`src/rtl/neonfox_mem_pkg.sv`:
```
// Shared types for the NeonFox_PVP memory-port arbitration logic.
package neonfox_mem_pkg;

  // Words per SDRAM burst; the 2-bit offset buses index within one burst.
  localparam int BURST_LEN = 4;

  typedef enum logic [1:0] {
    GNT_NONE = 2'd0,
    GNT_P1   = 2'd1,
    GNT_P2   = 2'd2,
    GNT_P3   = 2'd3
  } grant_t;

  typedef enum logic [1:0] {
    ARB_IDLE  = 2'd0,
    ARB_ISSUE = 2'd1,
    ARB_BURST = 2'd2,
    ARB_DONE  = 2'd3
  } arb_state_t;

endpackage

```
`src/rtl/arb_priority_sel.sv`:
```
// Priority encoder for the SDRAM port arbiter: fixed p3 > p2 > p1 order,
// overridden in favour of p1 once it has been starved long enough.
module arb_priority_sel
  import neonfox_mem_pkg::*;
(
  input  logic   p1_req_i,
  input  logic   p2_req_i,
  input  logic   p3_req_i,
  input  logic   force_p1_i,
  output grant_t grant_o
);

  // Starvation override first, then fixed priority.
  always_comb begin
    grant_o = GNT_NONE;
    if (force_p1_i && p1_req_i) begin
      grant_o = GNT_P1;
    end else if (p3_req_i) begin
      grant_o = GNT_P3;
    end else if (p2_req_i) begin
      grant_o = GNT_P2;
    end else if (p1_req_i) begin
      grant_o = GNT_P1;
    end
  end

endmodule

```
`src/rtl/sdram_port_arbiter.sv`:
```
// Three-port burst arbiter in front of the single SDRAM controller port.
// One 4-word burst is granted at a time; address/wren are frozen at grant,
// ready/offset/write data are steered combinationally to the granted port.
module sdram_port_arbiter
  import neonfox_mem_pkg::*;
#(
  parameter logic [31:0] P3_BASE   = 32'h0100_0000,
  parameter int          MAX_WAIT  = 4,
  parameter int          BURST_LEN = 4
) (
  input  logic        clk,
  input  logic        n_reset,

  input  logic        p1_req,
  input  logic [31:0] p1_address,
  output logic        p1_ready,
  output logic [1:0]  p1_offset,

  input  logic        p2_req,
  input  logic        p2_wren,
  input  logic [31:0] p2_address,
  input  logic [15:0] p2_to_mem,
  output logic        p2_ready,
  output logic [1:0]  p2_offset,

  input  logic        p3_req,
  input  logic        p3_wren,
  input  logic [16:0] p3_address,
  input  logic [15:0] p3_to_mem,
  output logic        p3_ready,
  output logic [1:0]  p3_offset,

  output logic        mem_req,
  output logic        mem_wren,
  output logic [31:0] mem_address,
  output logic [15:0] mem_to_mem,
  input  logic        mem_ready,
  input  logic [1:0]  mem_offset
);

  localparam int         WAIT_W   = $clog2(MAX_WAIT + 1);
  localparam logic [1:0] LAST_OFS = 2'(BURST_LEN - 1);

  arb_state_t        state_q, state_d;
  grant_t            grant_q, grant_d;
  grant_t            sel_grant;
  logic [WAIT_W-1:0] wait_cnt_q, wait_cnt_d;
  logic [31:0]       addr_q, addr_d;
  logic              wren_q, wren_d;
  logic              any_req;
  logic              force_p1;

  assign any_req  = p1_req | p2_req | p3_req;
  assign force_p1 = (wait_cnt_q == WAIT_W'(MAX_WAIT));

  arb_priority_sel u_sel (
    .p1_req_i   (p1_req),
    .p2_req_i   (p2_req),
    .p3_req_i   (p3_req),
    .force_p1_i (force_p1),
    .grant_o    (sel_grant)
  );

  // Arbitration FSM next state: grant in IDLE, hold through the burst,
  // one masked DONE cycle so a port's stale request cannot win again.
  always_comb begin
    state_d    = state_q;
    grant_d    = grant_q;
    wait_cnt_d = wait_cnt_q;
    addr_d     = addr_q;
    wren_d     = wren_q;
    case (state_q)
      ARB_IDLE: begin
        if (any_req) begin
          state_d = ARB_ISSUE;
          grant_d = sel_grant;
          case (sel_grant)
            GNT_P1: begin
              addr_d = p1_address;
              wren_d = 1'b0;
            end
            GNT_P2: begin
              addr_d = p2_address;
              wren_d = p2_wren;
            end
            GNT_P3: begin
              addr_d = P3_BASE | {15'b0, p3_address};
              wren_d = p3_wren;
            end
            default: begin
              addr_d = addr_q;
            end
          endcase
        end
        // p1 loses a round only when it asked and someone else won.
        if (!p1_req || (sel_grant == GNT_P1)) begin
          wait_cnt_d = '0;
        end else if (!force_p1) begin
          wait_cnt_d = wait_cnt_q + WAIT_W'(1);
        end
      end
      ARB_ISSUE: begin
        state_d = ARB_BURST;
      end
      ARB_BURST: begin
        if (mem_ready && (mem_offset == LAST_OFS)) begin
          state_d = ARB_DONE;
          grant_d = GNT_NONE;
          wren_d  = 1'b0;
        end
      end
      default: begin
        state_d = ARB_IDLE;
      end
    endcase
  end

  // State registers; reset abandons any burst in flight.
  always_ff @(posedge clk) begin
    if (!n_reset) begin
      state_q    <= ARB_IDLE;
      grant_q    <= GNT_NONE;
      wait_cnt_q <= '0;
      addr_q     <= '0;
      wren_q     <= 1'b0;
    end else begin
      state_q    <= state_d;
      grant_q    <= grant_d;
      wait_cnt_q <= wait_cnt_d;
      addr_q     <= addr_d;
      wren_q     <= wren_d;
    end
  end

  assign mem_req     = (state_q == ARB_ISSUE) || (state_q == ARB_BURST);
  assign mem_wren    = wren_q;
  assign mem_address = addr_q;

  // Write data follows the granted port live; p1 is read-only.
  always_comb begin
    case (grant_q)
      GNT_P2:  mem_to_mem = p2_to_mem;
      GNT_P3:  mem_to_mem = p3_to_mem;
      default: mem_to_mem = 16'h0000;
    endcase
  end

  // Strobe and offset steering; grant is NONE outside ISSUE/BURST so
  // strobes seen in IDLE or DONE reach nobody.
  always_comb begin
    p1_ready  = mem_ready & (grant_q == GNT_P1);
    p2_ready  = mem_ready & (grant_q == GNT_P2);
    p3_ready  = mem_ready & (grant_q == GNT_P3);
    p1_offset = (grant_q == GNT_P1) ? mem_offset : 2'd0;
    p2_offset = (grant_q == GNT_P2) ? mem_offset : 2'd0;
    p3_offset = (grant_q == GNT_P3) ? mem_offset : 2'd0;
  end

endmodule

```
`config.mk`:
```
export PLATFORM = sky130hd
export DESIGN_NAME = sdram_port_arbiter
export DESIGN_NICKNAME = d
export VERILOG_FILES = /design/src/rtl/neonfox_mem_pkg.sv /design/src/rtl/arb_priority_sel.sv /design/src/rtl/sdram_port_arbiter.sv
export SDC_FILE = /design/constraint.sdc
export NUM_CORES = 1
export LEC_CHECK = 0
export BUFFER_PORTS_ARGS = -buffer_cell sky130_fd_sc_hd__buf_2
export CORE_UTILIZATION = 30
export DETAILED_ROUTE_END_ITERATION = 7
export MAX_ROUTING_LAYER = met4
export PLACE_DENSITY = 0.59
export RECOVER_POWER = 100
export SLEW_MARGIN = 10
export SYNTH_ARGS = -nofsm -noshare
export SYNTH_HDL_FRONTEND = slang
export SYNTH_SLANG_ARGS = --single-unit
export TNS_END_PERCENT = 50
```
`constraint.sdc`:
```
create_clock -name clk -period 1.4 [get_ports clk]
set_input_delay 0 -clock clk [delete_from_list [all_inputs] [get_ports clk]]
set_output_delay 0 -clock clk [all_outputs]
set_load 0.05 [all_outputs]
```
==> tab_implementation.tex <==
\begin{tabular}{lr}
\hline
Metric & Value \\
\hline
\multicolumn{2}{l}{\textbf{Outcome}} \\
Outcome & finished with violations \\
Failing checks & design-rule violations, negative setup slack \\
\multicolumn{2}{l}{\textbf{STA}} \\
Setup repair after global routing missed its margin & true \\
Hold violation total from the final report & 0 \\
Hold\_ws & 3.76 ps \\
Final worst-path setup slack & -34.3 ps \\
Tcrit/Tclk final & 102\% \\
Slew at the pin closest to its max-slew limit & 642 ps \\
Period minus WS final & 1430 ps \\
Final setup violation count & 4 \\
Worst setup skew after layout & 8.82 ps \\
Highest clock rate & 697 MHz \\
Worst slew margin relative to its limit & 57.4\% \\
Count of final max-slew check failures & 0 \\
\multicolumn{2}{l}{\textbf{Critical path}} \\
Ordered list of cells on the worst path & inv\_2, ha\_4, and3\_4, buf\_8, a221oi\_2, a31oi\_1 \\
Top fanout value on the critical path & 7 \\
Endpoint arrival time on the critical path & 1610 ps \\
Delay contributed by the slowest stage of the critical path & 340 ps \\
Startpoint Class & flip-flop \\
Critical path's slowest cell & dfxtp\_2 \\
Data required time of the critical path & 1570 ps \\
Crit end category & flip-flop \\
Critical Setup Path Class & reg -> reg \\
\multicolumn{2}{l}{\textbf{Floorplan}} \\
Die extent in x & 98.0 um \\
Top-level port count & 182 \\
Placeable core region & 8810 sq um \\
Initial cell density of the core & 31.4\% \\
Die area & 9600 sq um \\
Die Y-Extent & 98.0 um \\
Number of rows created at floorplan & 34 \\
\multicolumn{2}{l}{\textbf{CTS}} \\
TritonCTS Sinks & 40 \\
Clock latency reported for the late side of the worst-skew pair & 300 ps \\
Number of buffers created by CTS & 5 \\
Clock tree from TritonCTS & yes \\
Worst-case clock buffer depth & 2 \\
Clock Root Buffer & clkbuf\_8 \\
Clock edge transition at the registers on the reported setup and hold paths & 90 ps \\
Number of H-tree levels & 2 \\
\multicolumn{2}{l}{\textbf{Global routing}} \\
Vias in the first global route & 3465 \\
Overall overflow remaining after global route & 0 \\
GR Util All Layers & 22.2\% \\
Wire length of the first global-routing pass & 16800 um \\
Number of antenna violations at the first check in global routing & 0 \\
Maximum number of pins on one net before global-route repair & 38 \\
\multicolumn{2}{l}{\textbf{Synth}} \\
Fraction of synthesized cell area taken by the top area cell type & 29.0\% \\
Ys Warns & 0 \\
Portion of the post-synthesis area used by sequential elements & 29.0\% \\
Mapped Nets & 462 \\
Number of standard cells after synthesis & 334 \\
Most frequent cell after synthesis & nand3\_1 \\
Post-synth top area cell & dfxtp\_1 \\
Post-synthesis instance area & 2760 sq um \\
Distinct cell type count after synthesis & 40 \\
Commonest register cell after synthesis & dfxtp\_1 \\
Cell types occupying the most area after synthesis & dfxtp\_1, nand3\_1, a31oi\_1 \\
Number of enable flip-flop cells after synthesis & 0 \\
Top post-synthesis cells by count & nand3\_1, dfxtp\_1, a31oi\_1, o21ai\_0, nor2b\_1 \\
Post-synthesis async set-or-reset flop share & 0\% \\
Average cell area after synthesis & 8.27 sq um \\
Register bit count reported by yosys & 40 \\
\multicolumn{2}{l}{\textbf{Detailed routing}} \\
Length of the first detailed-routing pass in iterations & 8 \\
Vias per Instance & 5.26 \\
Total wirelength of the detailed-routed design & 11300 um \\
Post-route ant nets & 0 \\
Average wire length per cell after detail routing & 16.3 um \\
Routed via count & 3644 \\
1st-iter DRT viols & 165 \\
DRC violation count after routing & 19 \\
\multicolumn{2}{l}{\textbf{Flow run}} \\
\# Max-Cap Violations & 0 \\
\multicolumn{2}{l}{\textbf{Final layout}} \\
Total number of nets in the final design & 712 \\
Antenna fix cells & 0 \\
Utilization after layout & 56.2\% \\
Share of post-route cells with drive strength above 1 & 40.9\% \\
Layout area overhead & 79.1\% \\
\multicolumn{2}{l}{\textbf{Power and ir drop}} \\
IR drop worst, VDD & 0.000804 V \\
Leakage power total & 2.17 nW \\
Power density relative to cell area & 1640 nW/um\^{}2 \\
Total power of the final layout & 8.12 mW \\
\multicolumn{2}{l}{\textbf{Place}} \\
Routability cong. & 0.832 \\
Total half-perimeter wirelength after legalization and detailed placement & 7230 um \\
Total of buffers placed on input and output ports & 181 \\
\multicolumn{2}{l}{\textbf{Worst hold path}} \\
Worst min path class & in -> reg \\
\hline
\end{tabular}
-- cells by family (layout without fill, tap and decap cells) --
kind of cell	Yosys count	count (layout)	synth area share, %
and+or+nand+nor	123	123	26.0
AOI/OAI and AO/OA	105	105	26.8
buffers and inverters	42	293	9.10
DFF	40	40	29.0
muxes	19	19	6.88
adders and majority gates	5	5	2.26
-- flip-flops by register name, indices dropped and copies added (netlist names) --
signal       count
grant_q          2
state_q          2
mem_wren         1
mem_address     32
wait_cnt_q       3
-- layout make-up --
| cell class | count | area, sq um |
|---|---|---|
| tap | 108 | 135 |
| clock buffer | 6 | 72.6 |
| clock inverter | 2 | 35.0 |
| fill | 795 | 3860 |
| inverter | 6 | 23.8 |
| sequential | 40 | 806 |
| multi-input combinational | 252 | 1870 |
| timing repair buffer | 279 | 2000 |
-- cell usage in the layout, fill, tap and decap left out, types with 7 or more instances in the layout --
cell type / instances
a221oi_2: 16
a31oi_1: 31
buf_12: 7
buf_2: 134
buf_4: 19
clkbuf_1: 34
clkbuf_2: 7
dfxtp_1: 36
dlygate4sd3_1: 62
mux2i_1: 19
nand2_1: 9
nand2b_1: 8
nand3_1: 44
nor2b_1: 17
o21ai_0: 26
o21ai_1: 17
or2b_1: 10
-- power by group --
part | total (mW) | internal, mW | switching [mW]
logic | 5.28 | 1.72 | 3.56
registers | 1.86 | 1.60 | 0.268
clock network | 0.969 | 0.530 | 0.439
-- routing by layer --
metal	up-vias	part of all wire, %	track usage, %
met1	1678	40	24.3
li1	1749	-	-
met4	0	2.6	6.99
met2	189	51	40.8
met5	-	0	-
met3	28	5.9	3.65
-- repair_timing --
item                                    CTS  global route
pin swaps                                 2            18
endpoints found under the setup margin   38            60
resized for setup                        15            35
gates cloned                              0             6
hold buffers                             62             0
buffers inserted                          0             2
hold endpoints to repair                 31             0
-- path summary, 6_finish.rpt --
check,slack [ps],from,end,cells past startpoint
setup / recovery,-30,wait_cnt_q[1],mem_address[14],6
hold / removal,4,p1_address[8],mem_address[8],3
setup reg to reg,-30,wait_cnt_q[1],mem_address[14],6
hold reg to reg,490,state_q[1],state_q[1],2
-- per-stage QoR --
step / setup slack [ps] / cells / cell area (sq um) / TNS [ps]
6_report: -34.3 / 693 / 4950 / -58.9
5_1_grt: -95.0 / 693 / 4950 / -1200
4_1_cts: -6.44 / 685 / 4690 / -10.2
3_5_place_dp: -63.0 / 615 / 3880 / -777
3_3_place_gp: -40.4 / 615 / 3880 / -55.2
2_1_floorplan: -25.6 / 334 / 2790 / -230
-- worst max-delay path: cells and delay by family (launching register included) --
kind | cells | cell delay, ps
DFF | 1 | 340
adders and majority gates | 1 | 150
buffers and inverters | 2 | 200
AOI/OAI and AO/OA | 2 | 410
and+or+nand+nor | 1 | 210
(Power assumes the default switching activity.)
